[src/rtl/hazard_ctrl.sv]
`default_nettype none
// ============================================================================
// Module  : hazard_ctrl
// Purpose : Load-use stall and taken-branch flush control for the five-stage
//           LEGv8 pipeline, with saturating debug event counters.
// Revision: 1.0
// ============================================================================
module hazard_ctrl #(
    parameter int CNT_W = 16
) (
    input  logic             clock,
    input  logic             reset,
    input  logic [31:0]      ifid_instruction,
    input  logic             reg2loc,
    input  logic             idex_memread,
    input  logic [4:0]       idex_write_reg,
    input  logic             exmem_pcsrc,
    output logic             pc_write,
    output logic             ifid_write,
    output logic             idex_bubble,
    output logic             ifid_flush,
    output logic             idex_flush,
    output logic             exmem_flush,
    output logic             bubble_in_ex,
    output logic [CNT_W-1:0] stall_count,
    output logic [CNT_W-1:0] flush_count
);

    typedef enum logic [1:0] {
        ST_RUN   = 2'd0,
        ST_STALL = 2'd1,
        ST_FLUSH = 2'd2
    } state_t;

    localparam logic [4:0]       c_xzr     = 5'd31;
    localparam logic [CNT_W-1:0] c_cnt_max = {CNT_W{1'b1}};

    state_t           r_state_q;
    state_t           w_state_d;
    logic [CNT_W-1:0] r_stall_cnt_q;
    logic [CNT_W-1:0] w_stall_cnt_d;
    logic [CNT_W-1:0] r_flush_cnt_q;
    logic [CNT_W-1:0] w_flush_cnt_d;

    logic [4:0] w_rs1;
    logic [4:0] w_rs2;
    logic       w_lu;
    logic       w_br;
    logic       w_stall;

    always_comb begin
        w_rs1   = ifid_instruction[9:5];
        w_rs2   = reg2loc ? ifid_instruction[4:0] : ifid_instruction[20:16];
        w_lu    = idex_memread && (idex_write_reg != c_xzr) &&
                  ((idex_write_reg == w_rs1) || (idex_write_reg == w_rs2));
        w_br    = exmem_pcsrc;
        // A taken branch squashes the dependent instruction, so it overrides the stall.
        w_stall = w_lu && !w_br;
    end

    always_comb begin
        pc_write    = 1'b1;
        ifid_write  = 1'b1;
        idex_bubble = 1'b0;
        ifid_flush  = 1'b0;
        idex_flush  = 1'b0;
        exmem_flush = 1'b0;
        w_state_d   = ST_RUN;

        if (w_br) begin
            ifid_flush  = 1'b1;
            idex_flush  = 1'b1;
            exmem_flush = 1'b1;
            w_state_d   = ST_FLUSH;
        end else if (w_lu) begin
            pc_write    = 1'b0;
            ifid_write  = 1'b0;
            idex_bubble = 1'b1;
            w_state_d   = ST_STALL;
        end
    end

    always_comb begin
        w_stall_cnt_d = r_stall_cnt_q;
        w_flush_cnt_d = r_flush_cnt_q;
        if (w_stall && (r_stall_cnt_q != c_cnt_max)) begin
            w_stall_cnt_d = r_stall_cnt_q + CNT_W'(1);
        end
        if (w_br && (r_flush_cnt_q != c_cnt_max)) begin
            w_flush_cnt_d = r_flush_cnt_q + CNT_W'(1);
        end
    end

    always_ff @(posedge clock) begin
        if (reset) begin
            r_state_q     <= ST_RUN;
            r_stall_cnt_q <= '0;
            r_flush_cnt_q <= '0;
        end else begin
            r_state_q     <= w_state_d;
            r_stall_cnt_q <= w_stall_cnt_d;
            r_flush_cnt_q <= w_flush_cnt_d;
        end
    end

    assign bubble_in_ex = (r_state_q != ST_RUN);
    assign stall_count  = r_stall_cnt_q;
    assign flush_count  = r_flush_cnt_q;

endmodule
`default_nettype wire

[config.mk]
export PLATFORM = sky130hd
export DESIGN_NAME = hazard_ctrl
export DESIGN_NICKNAME = d
export VERILOG_FILES = /design/src/rtl/hazard_ctrl.sv
export SDC_FILE = /design/constraint.sdc
export NUM_CORES = 1
export LEC_CHECK = 0
export CAP_MARGIN = 10
export CORE_UTILIZATION = 38
export DETAILED_ROUTE_END_ITERATION = 16
export PLACE_DENSITY = 0.76
export SLEW_MARGIN = 5
export SYNTH_ARGS = -nofsm -noshare
export SYNTH_HDL_FRONTEND = slang
export SYNTH_SLANG_ARGS = --single-unit
[constraint.sdc]
create_clock -name clock -period 2.35 [get_ports clock]
set_clock_uncertainty 0.1 [all_clocks]
set_input_delay 0.235 -clock clock [delete_from_list [all_inputs] [get_ports clock]]
set_output_delay 0.235 -clock clock [all_outputs]
set_load 0.02 [all_outputs]
==> results of run 1 <==
stage by stage:
stage / cells / util (%) / setup TNS [ns]
3_5_place_dp: 352 / 55.3 / -9.35
6_report: 365 / 59.0 / 0
4_1_cts: 364 / 58.2 / 0
2_1_floorplan: 224 / - / 0
5_1_grt: 365 / 59.0 / 0
3_3_place_gp: 352 / 55.3 / -8.38
power groups by stage:
| stage | Combinational [mW] | Clock (mW) | Sequential (mW) |
|---|---|---|---|
| 6_report | 0.152 | 0.445 | 0.588 |
| 5_1_grt | 0.165 | 0.488 | 0.588 |
| 4_1_cts | 0.149 | 0.457 | 0.587 |
| 3_5_place_dp | 0.149 | 0 | 0.600 |
| 3_3_place_gp | 0.146 | 0 | 0.600 |
| 2_1_floorplan | 0.0650 | 0 | 0.604 |
worst max-delay path, stage by stage:
cell and delay [ns]:
clkdlybuf4s50_1 0.47, xnor2_1 0.16, or4_4 0.51, o22a_4 0.25, clkdlybuf4s15_1 0.32
routing by layer:
metal | GRT usage [%] | routed length [um] | up-vias
met5 | 0 | 0 | -
met4 | 6.97 | 78 | 0
met3 | 5.00 | 266 | 9
met2 | 32.3 | 2320 | 50
met1 | 23.1 | 2120 | 873
li1 | - | - | 966
cells by family after synthesis:
kind of cell             Yosys count  share of synthesized area, %
AO/OA/AOI/OAI                     40                          14.3
XOR/XNOR                          23                          10.7
adder cells (fa/ha/maj)            2                          1.33
buffers and inverters             21                          5.80
flip-flops                        34                          36.3
multiplexers                       8                          4.33
AND/OR/NAND/NOR                   96                          27.3
area by class of cell:
class / count / area (um^2) / area share [%]
multi-input combinational: 170 / 1130 / 40.7
tap: 67 / 83.8 / 3.01
clock buffer: 7 / 86.3 / 3.10
clock inverter: 1 / 5.00 / 0.180
sequential: 34 / 681 / 24.4
inverter: 4 / 15.0 / 0.539
timing repair buffer: 82 / 781 / 28.0
registers in the layout (all words and copies together), names as in the netlist:
register,count
flush_count,16
stall_count,16
r_state_q,2
what timing repair did:
action / CTS / global route
pin swaps: 7 / 5
gates resized for setup: 22 / 12
buffers inserted: 3 / 0
setup endpoints to repair: 18 / 14
gates cloned: 2 / 1
placed cells by master, fill, tap and decap left out, drive strengths merged, types with 6 or more instances in the layout:
cell and n:
xnor2 10, clkdlybuf4s50 50, a21oi 15, mux2i 7, buf 20, or4 12, dfxtp 34, o31ai 12
xor2 13, nand4 11, nand2 13, clkbuf 7, o21ai 6, nor2 24, nand3 13
worst max path at each step:
stage	startpoint	cells after the start	slack, ns	end
final	idex_write_reg[0]	5	0.07	ifid_write
after detailed placement	reg2loc	8	-0.57	stall_count[9]$_SDFFE_PP0P_
after floorplan	reg2loc	8	0.04	stall_count[12]$_SDFFE_PP0P_
after CTS	idex_write_reg[4]	7	0.01	stall_count[6]$_SDFFE_PP0P_
after global placement	reg2loc	7	-0.52	idex_bubble
after global routing	idex_memread	8	0.003	stall_count[14]$_SDFFE_PP0P_
==> metrics.yaml, run 1 <==
synth_area_mm2: 0.00188
fin_hold_ws_ns: 0.397
ios: 81
die-height_um: 72.3
syn_inst: 224
root_buffer: "clkbuf_8"
leakagePower_nw: 0.977
hold_depth: 2
fin_ws_ns: 0.0697
synth_seq_cells: 34
synth_top_area_cell: "dfxtp_1"
dieWidth_um: 72.3
final_nets: 341
place_area_mm2: 0.00261
hold_class: "flop to flop"
cts_buffers: 5
hold_viol_final: 0
antenna_found_initial: 0
r2r-start: "stall_count[2]$_SDFFE_PP0P_"
grt_max_degree: 21
core_mm2: 0.00472
grt_pass1_wl_um: 7800
netlist.area_leader.share_pct: 36.3
grt_util_all_layers_pct: 19.0
routedWlPerCell_um: 13.1
switching_share_pct: 23.9
synth_flop_cell: "dfxtp_1"
power_density_mw_per_mm2: 425
required_ns: 2.02
synthTopCellsByArea: "dfxtp_1 36%, xor2_1 6.1%, nor2_1 4.8%"
synth_common_cells: "34 x dfxtp_1, 24 x nor2_1, 15 x a21oi_1"
p_comb_share_pct: 12.8
yosysUniqueCellTypes: 34
drt.antenna.violating_nets: 0
cts_tree: "done"
remaining_drc_errors: 0
via_per_inst: 5.20
placement_rows: 25
synth_seq_area_share_pct: 36.3
portBuffers: 63
grt_overflow: 0
clkSlewWorstSetupHoldPaths_ns: 0.07
hold_path_startpoint: "stall_count[15]$_SDFFE_PP0P_"
r2r_slack_ns: 0.25
dp_hpwl_um: 3410
ys_async_sr_fraction_pct: 0
grt_pass1_vias: 1724
p_seq_share_pct: 49.6
critPathCaptureType: "output port"
switching_power_mw: 0.283
fin_area_mm2: 0.00279
cts_hold_buffers: 0
cap_violations: 0
start_kind: "primary input"
initial_core_util_pct: 39.7
vdd_drop_max_mv: 0.329
rsz0062_at_grt: "false"
final_max_slew_viol_count: 0
cp_max_fo: 6
postSynthAreaPerCell_um2: 8.38
drive_above_1_share_pct: 14.4
finalWirelength_um: 4780
pre_cts_ws_ns: -0.574
fin_crit_sh_pct: 97.0
fill_cells: 422
initialDrtViolationCount: 88
ff2ff_path_depth: 4
syn2layout_area_growth_pct: 48.5
period_needed_ns: 2.28
syn-num-nets: 268
cp_data_arrival_time_ns: 1.95
ys_warn_count: 0
min_to: "stall_count[15]$_SDFFE_PP0P_"
internal-power_mw: 0.901
worstSkewPairLatency_ns: 0.28
htree_num_levels: 2
fmax_mhz: 439
setup_viol: 0
clockBufferDepth: 2
first_pass_iters: 4
place_congestion: 0.787
tightest_slew_ns: 0.514
clock_sinks: 34
synth_edf_count: 0
worstSetupPathType: "primary input to output port"
die-area_mm2: 0.00522
vias: 1898
synth.most_common_cell: "dfxtp_1"
diodes: 0
r2r-end: "stall_count[12]$_SDFFE_PP0P_"
status: "completed"
p_total_mw: 1.18
clockPowerShare_pct: 37.6
relSlewSlack_pct: 65.6
(Power assumes the default switching activity.)
==> run 2: changes to the inputs <==
CORE_UTILIZATION = 42   (was 38)
PLACE_DENSITY = 0.77   (was 0.76)
clock period = 2.2 ns   (was 2.35 ns; I/O delays follow)
==> metrics.yaml, run 2 (synthesis results as in run 1) <==
fmax_mhz: 470
place_area_mm2: 0.00265  # +1.4%
worstSetupPathType: "primary input to flop"
final_common_cell: "clkdlybuf4s50_1"
final.setup.tns_ns: 0  # unchanged
hold_viol_final: 0  # unchanged
multi_input_area_mm2: 0.00112  # -1.5%
syn2layout_area_growth_pct: 48.1
hold_path_startpoint: "exmem_pcsrc"
crit_chain: "clkdlybuf4s50_1 > nand2_1 > o21ai_1 > or4_4 > o22a_4 > buf_6 > or4_1 > a21oi_1"
critPathMaxStageDelay_ns: 0.46  # -0.05 ns
placement_rows: 23  # -8.0%
worstSkewPairLatency_ns: 0.29  # about the same
final_nets: 348  # +2.1%
critPathCaptureType: "flop"
pre_cts_ws_ns: -0.712  # -0.138 ns
tightest_slew_ns: 0.411  # -0.102 ns
initial_core_util_pct: 45.3  # +5.6 points
required_ns: 2.32  # +0.30 ns
htree_num_levels: 2  # unchanged
diodes: 0  # unchanged
hold_depth: 3  # +1
portBuffers: 63  # unchanged
cts_tree: "done"
path_delay_family: "simple AND/OR/NAND/NOR gates"
vias: 1979  # +4.3%
crit_start: "idex_write_reg[3]"
grt_max_degree: 21  # unchanged
dp_hpwl_um: 3650  # +7.3%
clockBufferDepth: 2  # unchanged
fill_cells: 361  # -14%
grt_util_all_layers_pct: 23.2  # +4.1 points
routedWlPerCell_um: 14.1  # +7.8%
dieWidth_um: 68.8  # -4.7%
place_congestion: 0.762  # -3.3%
cap_violations: 0  # unchanged
die-area_mm2: 0.00474  # -9.3%
min_to: "r_state_q[1]$_SDFF_PP0_"
r2r-start: "flush_count[3]$_SDFFE_PP0P_"
finalWirelength_um: 5010  # +4.8%
via_per_inst: 5.57  # +7.2%
core_mm2: 0.00414  # -12%
final_max_slew_viol_count: 0  # unchanged
most-common-layout-cells: "47 x clkdlybuf4s50_1, 34 x dfxtp_1, 24 x nor2_1, 24 x buf_4, 15 x a21oi_1"
rsz0062_at_grt: "false"
status: "completed"
grt_overflow: 0  # unchanged
final_cells: 355  # -2.7%
power_density_mw_per_mm2: 458  # +7.7%
grt_pass1_vias: 1738  # +0.81%
hold_class: "primary input to flop"
clkSlewWorstSetupHoldPaths_ns: 0.07  # about the same
leakagePower_nw: 0.988  # +1.1%
setup_viol: 0  # unchanged
clock_sinks: 34  # unchanged
die-height_um: 68.8  # -4.7%
cp_data_arrival_time_ns: 2.25  # +0.30 ns
initialDrtViolationCount: 142  # +61%
period_needed_ns: 2.13
grt_pass1_wl_um: 7920  # +1.5%
fin_crit_sh_pct: 96.8
cp_slowest_cell: "or4_1"
fin_ws_ns: 0.0713  # +0.00152 ns
cts_hold_buffers: 0  # unchanged
worst-path-buf-inv: 2  # unchanged
ff2ff_path_depth: 7  # +3
ios: 81  # unchanged
start_kind: "primary input"
root_buffer: "clkbuf_8"
finish.utilization_pct: 67.1  # +8.1 points
drive_above_1_share_pct: 15.4  # +0.98 points
relSlewSlack_pct: 72.5  # +6.9 points
remaining_drc_errors: 0  # unchanged
antenna_found_initial: 0  # unchanged
dp_cells: 342  # -2.8%
drt.antenna.violating_nets: 0  # unchanged
fin_area_mm2: 0.00278  # -0.27%
cp_max_fo: 8  # +2
final-seq-area_um2: 681  # unchanged
r2r-end: "flush_count[4]$_SDFFE_PP0P_"
first_pass_iters: 5  # +1
cts_buffers: 5  # unchanged
r2r_slack_ns: 0.21  # -0.04 ns
vdd_drop_max_mv: 0.310  # -5.9%
-- run 2: cell types whose count changed in the layout (fill, tap and decap cells not counted), moves of 2 or more --
| cell | delta |
|---|---|
| a21oi_1 | +3 |
| dlymetal6s2s_1 | -3 |
| or4_1 | +2 |
| a21oi_2 | -3 |
| clkdlybuf4s50_1 | -3 |
| clkdlybuf4s15_1 | +2 |
| buf_4 | +10 |
| dlygate4sd2_1 | +3 |
| or4_4 | -2 |
-- run 2: timing repair --
action / CTS / global route
pin swaps: 9 / 6
resized for setup: 33 / 5
gates cloned: 1 / 0
buffers inserted: 4 / 0
setup endpoints to repair: 19 / 16
-- run 2: final cells by class --
cell class,count,share of cell area [%]
multi-input combinational,170,40.2
clock buffer,7,3.11
inverter,4,0.540
clock inverter,1,0.180
timing repair buffer,89,29.2
sequential,34,24.5
tap,50,2.25
-- run 2: metrics by stage --
stage	total power [mW]	hold WS [ns]
after floorplan	0.716	0.248
after global placement	0.803	0.386
after detailed placement	0.807	0.390
after CTS	1.28	0.396
after global routing	1.33	0.437
final	1.27	0.387
-- run 2: where the power goes --
| part | total [mW] | switching [mW] | internal [mW] |
|---|---|---|---|
| sequential | 0.626 | 0.00457 | 0.621 |
| combinational | 0.172 | 0.0781 | 0.0941 |
| clock | 0.475 | 0.223 | 0.252 |
| total | 1.27 | 0.305 | 0.967 |
-- run 2: worst reg2reg max path, stage by stage, from the launching register on --
cell      delay [ns]
dfxtp_1         0.44
and4_1          0.26
nand3_1         0.24
o311ai_0        0.43
buf_4           0.19
nor2_1          0.05
xnor2_1         0.14
nor2_1          0.05
-- run 2: worst max-delay path by stage --
stage,cells after the start,to,slack (ns)
floorplan,8,stall_count[12]$_SDFFE_PP0P_,-0.06
global placement,7,idex_bubble,-0.66
detailed placement,7,idex_bubble,-0.71
CTS,8,stall_count[2]$_SDFFE_PP0P_,0.02
global route,7,stall_count[13]$_SDFFE_PP0P_,0.01
finish,8,stall_count[2]$_SDFFE_PP0P_,0.07
-- run 2: metal layers --
| metal | up-vias | share of wire [%] | global-route usage (%) |
|---|---|---|---|
| li1 | 980 | - | - |
| met1 | 913 | 43 | 26.6 |
| met2 | 70 | 50 | 40.7 |
| met3 | 16 | 4.9 | 4.61 |
| met4 | 0 | 2.4 | 11.2 |
| met5 | - | 0 | 0 |
